`config.mk`:
```
export PLATFORM = sky130hd
export DESIGN_NAME = fibo_job_scheduler
export DESIGN_NICKNAME = d
export VERILOG_FILES = /design/src/rtl/fibo_sched_pkg.sv /design/src/rtl/fibo_rr_arbiter.sv /design/src/rtl/fibo_job_scheduler.sv
export SDC_FILE = /design/constraint.sdc
export NUM_CORES = 1
export LEC_CHECK = 0
export CORE_AREA = 3 3 213 215
export DETAILED_ROUTE_END_ITERATION = 10
export DIE_AREA = 0 0 216 218
export GPL_ROUTABILITY_DRIVEN = 1
export PLACE_DENSITY_LB_ADDON = 0.1
export SETUP_SLACK_MARGIN = 0.1
export SYNTH_ARGS = -nofsm -noshare
export SYNTH_HDL_FRONTEND = slang
export SYNTH_SLANG_ARGS = --single-unit
```
`constraint.sdc`:
```
create_clock -name clk -period 4.74 [get_ports clk]
set_input_delay 0.474 -clock clk [delete_from_list [all_inputs] [get_ports clk]]
set_output_delay 0.474 -clock clk [all_outputs]
set_load 0.1 [all_outputs]
```
`src/rtl/fibo_sched_pkg.sv`:
```
// Shared types and helpers for the Fibonacci job scheduler and its round-robin arbiter.
package fibo_sched_pkg;

  localparam int unsigned MinReq = 2;
  localparam int unsigned MaxReq = 16;

  typedef enum logic [1:0] {
    StIdle,
    StLoad,
    StWait,
    StResp
  } state_t;

  function automatic int unsigned id_width(input int unsigned num_req);
    return (num_req > 1) ? $clog2(num_req) : 1;
  endfunction

endpackage

```
`src/rtl/fibo_rr_arbiter.sv`:
```
// Combinational round-robin arbiter: first requester at or after ptr_i wins, one-hot grant.
module fibo_rr_arbiter
  import fibo_sched_pkg::*;
#(
  parameter  int unsigned NUM_REQ = 4,
  localparam int unsigned IdW     = id_width(NUM_REQ)
) (
  input  logic [NUM_REQ-1:0] req_i,
  input  logic [IdW-1:0]     ptr_i,
  output logic [NUM_REQ-1:0] gnt_o,
  output logic [IdW-1:0]     gnt_id_o,
  output logic               valid_o
);

  int unsigned idx;

  always_comb begin
    gnt_o    = '0;
    gnt_id_o = '0;
    valid_o  = 1'b0;
    idx      = 0;
    for (int unsigned k = 0; k < NUM_REQ; k++) begin
      idx = (32'(ptr_i) + k) % NUM_REQ;
      if (!valid_o && req_i[idx[IdW-1:0]]) begin
        valid_o                 = 1'b1;
        gnt_o[idx[IdW-1:0]]     = 1'b1;
        gnt_id_o                = idx[IdW-1:0];
      end
    end
  end

endmodule

```
`src/rtl/fibo_job_scheduler.sv`:
```
// Shares one Fibonacci engine between NUM_REQ requesters with round-robin arbitration.
// Optional WAIT-state timeout is enabled by defining FIBO_SCHED_TIMEOUT_EN.
module fibo_job_scheduler
  import fibo_sched_pkg::*;
#(
  parameter  int unsigned NUM_REQ        = 4,
  parameter  int unsigned DATA_WIDTH     = 64,
  parameter  int unsigned ORDER_WIDTH    = 16,
  parameter  int unsigned TIMEOUT_CYCLES = 1024,
  localparam int unsigned IdW            = id_width(NUM_REQ)
) (
  input  logic                           clk,
  input  logic                           reset,
  input  logic [NUM_REQ-1:0]             reqValid,
  output logic [NUM_REQ-1:0]             reqReady,
  input  logic [NUM_REQ*DATA_WIDTH-1:0]  reqData,
  input  logic [NUM_REQ*ORDER_WIDTH-1:0] reqOrder,
  output logic                           engLoad,
  output logic [DATA_WIDTH-1:0]          engData,
  output logic [ORDER_WIDTH-1:0]         engOrder,
  input  logic [DATA_WIDTH-1:0]          engResult,
  input  logic                           engCarry,
  input  logic                           engDone,
  output logic                           rspValid,
  input  logic                           rspReady,
  output logic [IdW-1:0]                 rspId,
  output logic [DATA_WIDTH-1:0]          rspResult,
  output logic                           rspCarry,
  output logic                           rspError
);

  typedef struct packed {
    logic [IdW-1:0]        id;
    logic [DATA_WIDTH-1:0] result;
    logic                  carry;
    logic                  error;
  } rsp_t;

  if (NUM_REQ < MinReq || NUM_REQ > MaxReq || TIMEOUT_CYCLES < 1) begin : g_bad_param
    $error("fibo_job_scheduler: unsupported parameter value");
  end

  state_t                 state_q;
  logic [IdW-1:0]         ptr_q;
  logic [IdW-1:0]         id_q;
  logic [DATA_WIDTH-1:0]  data_q;
  logic [ORDER_WIDTH-1:0] order_q;
  logic [NUM_REQ-1:0]     req_ready_q;
  logic                   eng_load_q;
  logic                   rsp_valid_q;
  rsp_t                   rsp_q;

  logic [NUM_REQ-1:0]     gnt;
  logic [IdW-1:0]         gnt_id;
  logic                   gnt_valid;
  logic [DATA_WIDTH-1:0]  sel_data;
  logic [ORDER_WIDTH-1:0] sel_order;
  logic [IdW-1:0]         ptr_next;
  logic                   timeout;

  fibo_rr_arbiter #(
    .NUM_REQ (NUM_REQ)
  ) u_arbiter (
    .req_i    (reqValid),
    .ptr_i    (ptr_q),
    .gnt_o    (gnt),
    .gnt_id_o (gnt_id),
    .valid_o  (gnt_valid)
  );

  always_comb begin
    sel_data  = '0;
    sel_order = '0;
    for (int i = 0; i < NUM_REQ; i++) begin
      if (gnt[i]) begin
        sel_data  = reqData[i*DATA_WIDTH +: DATA_WIDTH];
        sel_order = reqOrder[i*ORDER_WIDTH +: ORDER_WIDTH];
      end
    end
  end

  assign ptr_next = (gnt_id == IdW'(NUM_REQ - 1)) ? '0 : gnt_id + IdW'(1);

`ifdef FIBO_SCHED_TIMEOUT_EN
  localparam int unsigned CntW = $clog2(TIMEOUT_CYCLES + 1);
  logic [CntW-1:0] wait_cnt_q;

  // Counts WAIT cycles; cleared whenever the FSM is elsewhere.
  always_ff @(posedge clk) begin
    if (reset || state_q != StWait) begin
      wait_cnt_q <= '0;
    end else begin
      wait_cnt_q <= wait_cnt_q + CntW'(1);
    end
  end

  assign timeout = (wait_cnt_q == CntW'(TIMEOUT_CYCLES - 1));
`else
  assign timeout = 1'b0;
`endif

  always_ff @(posedge clk) begin
    if (reset) begin
      state_q     <= StIdle;
      ptr_q       <= '0;
      id_q        <= '0;
      data_q      <= '0;
      order_q     <= '0;
      req_ready_q <= '0;
      eng_load_q  <= 1'b0;
      rsp_valid_q <= 1'b0;
      rsp_q       <= '0;
    end else begin
      req_ready_q <= '0;
      eng_load_q  <= 1'b0;
      unique case (state_q)
        StIdle: begin
          if (gnt_valid) begin
            req_ready_q <= gnt;
            id_q        <= gnt_id;
            ptr_q       <= ptr_next;
            if (sel_data == '0 || sel_order == '0) begin
              // Rejected job: response raised one cycle later so it never overlaps reqReady.
              rsp_q.id     <= gnt_id;
              rsp_q.result <= '0;
              rsp_q.carry  <= 1'b0;
              rsp_q.error  <= 1'b1;
              state_q      <= StResp;
            end else begin
              data_q     <= sel_data;
              order_q    <= sel_order;
              eng_load_q <= 1'b1;
              state_q    <= StLoad;
            end
          end
        end
        StLoad: state_q <= StWait;
        StWait: begin
          if (engCarry) begin
            rsp_q.id     <= id_q;
            rsp_q.result <= '1;
            rsp_q.carry  <= 1'b1;
            rsp_q.error  <= 1'b0;
            rsp_valid_q  <= 1'b1;
            state_q      <= StResp;
          end else if (engDone) begin
            rsp_q.id     <= id_q;
            rsp_q.result <= engResult;
            rsp_q.carry  <= 1'b0;
            rsp_q.error  <= 1'b0;
            rsp_valid_q  <= 1'b1;
            state_q      <= StResp;
          end else if (timeout) begin
            rsp_q.id     <= id_q;
            rsp_q.result <= '0;
            rsp_q.carry  <= 1'b0;
            rsp_q.error  <= 1'b1;
            rsp_valid_q  <= 1'b1;
            state_q      <= StResp;
          end
        end
        StResp: begin
          if (!rsp_valid_q) begin
            rsp_valid_q <= 1'b1;
          end else if (rspReady) begin
            rsp_valid_q <= 1'b0;
            state_q     <= StIdle;
          end
        end
        default: state_q <= StIdle;
      endcase
    end
  end

  assign reqReady  = req_ready_q;
  assign engLoad   = eng_load_q;
  assign engData   = data_q;
  assign engOrder  = order_q;
  assign rspValid  = rsp_valid_q;
  assign rspId     = rsp_q.id;
  assign rspResult = rsp_q.result;
  assign rspCarry  = rsp_q.carry;
  assign rspError  = rsp_q.error;

endmodule

```
==> key figures, run 1 <==
GRT
  • GRT Total Usage: 0.239
  • First-pass GRT wire length: 85700 µm
  • Antenna violations before repair: 2
  • Vias in the first global route: 12800
  • GR Overflow Total: 0
  • Largest net degree at the start of global routing: 75

Yosys
  • Mapped Area: 0.00947 mm²
  • Top cell type's share of synthesized area: 0.338
  • FFs w/ async S/R, synth: 0
  • Commonest cells post-synth: 160 x dfxtp_1, 155 x nor2_1, 138 x nand3_1, 104 x a21oi_1, 88 x nor3_1
  • Synth Net Count: 1698
  • Synthesized netlist cell count: 1294
  • Count leader, synth: dfxtp_1
  • Mean cell area of the mapped netlist: 7.32 µm²
  • Top FF cell, synth: dfxtp_1
  • EDFF count, synth: 0
  • Flops & latches, synth: 160
  • Synth unique cells: 54
  • Yosys top cell by area: dfxtp_1
  • YS warnings: 0
  • Largest cells by area after synthesis: dfxtp_1 34%, nand3_1 7.3%, nor2_1 6.1%
  • Seq/Total Area, Yosys: 0.338

Clock tree
  • Clock insertion delay at the later pin of the skew report: 430 ps
  • CTS Sinks: 160
  • # hold bufs at CTS: 0
  • Total CTS buffers: 17
  • Clock root cell: clkbuf_16
  • CTS tree: done
  • Clk buf depth: 2
  • Clock H-tree levels: 4
  • Clock transition at path regs: 70 ps

Floorplanning
  • Starting Density: 0.216
  • Die H: 218 µm
  • Die width: 216 µm
  • Rows: 77
  • Boundary Pins: 547
  • DIE AREA: 0.0471 mm²
  • Core area: 0.0439 mm²

Power and ir drop
  • Pwr Density: 863 mW/mm²
  • Sw Ratio: 0.544
  • Leak: 6.62 nW
  • Clock power frac: 0.097
  • Worst-case vdd ir drop: 0.429 mV
  • P_sw: 0.00857 W
  • Tot Pwr: 0.0158 W
  • Comb power frac: 0.780
  • Reg power frac: 0.123
  • Internal power: 0.00718 W

Routing
  • Wire per inst: 24.2 µm
  • Vias: 12900
  • DRT antenna net count: 0
  • WL final: 61100 µm
  • 1st-iter DRT viols: 868
  • Via/cell ratio: 5.11
  • Drt first pass iters: 5
  • DRC: 0

Final layout
  • Layout area overhead: 92.8%
  • Filler cells: 4471
  • Layout cells sized above 1: 0.167
  • NumNets Final: 2322
  • Core Util, Final: 0.416

STA
  • Final period util: 0.966
  • RSZ-0062 raised after global routing: yes
  • Fmax: 0.218 GHz
  • Setup TNS: 0 ps
  • Worst Slack Setup Final: 161 ps
  • Max-slew violations: 0
  • Slew margin rel.: 0.205
  • Minimum clock period: 4580 ps
  • Clock Skew: 13.0 ps
  • Final hold violations: 0
  • Setup Viol. Count Final: 0
  • Worst-Margin Slew: 1190 ps

Flow run
  • Max-Cap Viols: 0

Placed design
  • Detailed placement HPWL: 47500 µm
  • Final Wtd Congestion: 0.894
  • Dpl ws: -761 ps
  • PortBufs: 546

Critical path
  • Critical-path cell list: inv_1, ha_4, mux4_2, a221o_1, a32o_4, nor2_4, buf_12, buf_4, a311oi_1, nor4_2, nand4_1, buf_4, or4_4, a21oi_4, buf_12, clkbuf_16, o32ai_1
  • CP max-delay cell: or4_4
  • Worst path max stage delay: 520 ps
  • Critical Path Start Type: register
  • Crit Path Category: reg -> reg
  • Peak fanout along the critical path: 11
  • CP endpoint kind: register
  • Req. time, crit path: 5030 ps
  • Reg2Reg Setup Slack: 160 ps
  • CP arrival: 4870 ps

Min path
  • Hold Crit Class: reg -> reg

Status
  • Outcome: finished, final reports clean
## area by class of cell
| cell class | instances | area [µm²] | share of cell area |
|---|---|---|---|
| diodes | 1 | 2.50 | 0.000137 |
| clock buffers | 21 | 470 | 0.0258 |
| flip-flops and latches | 160 | 3200 | 0.175 |
| repair buffers | 749 | 7610 | 0.417 |
| clock inverters | 11 | 178 | 0.00973 |
| well taps | 592 | 741 | 0.0406 |
| multi-input cells | 916 | 5780 | 0.316 |
| inverters | 74 | 278 | 0.0152 |
## power by group through the flow
stage | sequential, W | combinational [W] | clock, W
floorplan | 0.00435 | 0.00396 | 0
global placement | 0.00196 | 0.0113 | 0
detailed placement | 0.00197 | 0.0113 | 0
CTS | 0.00195 | 0.0114 | 0.00157
global route | 0.00198 | 0.0129 | 0.00163
finish | 0.00194 | 0.0123 | 0.00153
## critical path, delay by kind of cell, from the launching register on
| family | cells | cell delay (ps) |
|---|---|---|
| flops | 1 | 330 |
| fa+ha+maj | 1 | 340 |
| compound gates | 5 | 1160 |
| buf+inv | 6 | 910 |
| simple gates | 4 | 1280 |
| mux | 1 | 380 |
## registers in the layout, summed over array words and instances (netlist names), named ones only
signal,flops
ptr_q,1
rspCarry,1
engData,64
state_q,2
engLoad,1
reqReady,4
rspError,1
id_q,2
rspValid,1
rspId,2
rspResult,64
engOrder,16
## cell usage in the layout (no fill, tap or decap), types with 8 or more instances in the layout
cell type        netlist  layout
a211oi_2               0      10
clkdlybuf4s50_1        0     538
nor2_1               155     155
a211oi_1              52      42
nand2_1               61      61
nor4_1                19      10
mux2i_1                8       8
buf_12                 0      36
nor3_1                88      81
a311oi_1              43      34
o21ai_1               13      10
clkbuf_16              0      26
dfxtp_1              160     159
inv_1                 73      73
a21oi_1              104     102
a311oi_2               0       9
o21ai_0               77      75
o32ai_1               66      65
nand3_1              138     137
nor4_2                 1       8
buf_4                  5     156
ha_1                  11      10
## routing by layer
layer  GRT usage  wire length (µm)  vias to the layer above  share of wire
li1            -                 -                     6016              -
met1       0.299             25400                     6238           0.42
met2       0.413             30000                      586           0.49
met3      0.0534              4180                       67          0.068
met4      0.0714              1520                        2          0.025
met5           0                20                        -        0.00033
## through the flow
stage	cell area (µm²)	cells	hold WS (ps)
after detailed placement	16800	2465	466
final	18300	2524	471
after CTS	17500	2500	477
after floorplan	9470	1294	458
after global placement	16800	2465	461
after global routing	18300	2524	485
## final timing paths
| kind | startpoint | end | cells after the start |
|---|---|---|---|
| max reg2reg | register | rspResult[27] | 17 |
| min | rspResult[44] | rspResult[44] | 2 |
| min reg2reg | rspResult[44] | rspResult[44] | 2 |
| max | register | rspResult[27] | 17 |
## logic make-up after synthesis
kind of cell               after synthesis  synth area share
AOI/OAI and AO/OA                      400             0.288
xor gates and xnor gates                 1          0.000925
adders and majority gates               11            0.0145
buffers and inverters                  218             0.100
DFF                                    160             0.338
muxes                                   16            0.0215
and+or+nand+nor                        488             0.237
## repair_timing
item,CTS,global route
buffers inserted,3,12
pin swaps,6,17
gates cloned,0,11
endpoints found under the setup margin,150,149
resized for setup,14,76
No activity file was read; power rests on OpenSTA's default activity.
==> run 2, diff against run 1 <==
- CTS_CLUSTER_DIAMETER: default -> 60
==> results of run 2 <==
No change in the layout: final DEF, timing and power equal those of run 1.
==> run 3, diff against run 2 <==
- GPL_ROUTABILITY_DRIVEN: 1 -> default
==> results of run 3 <==
No change in the layout: final DEF, timing and power equal those of run 1.
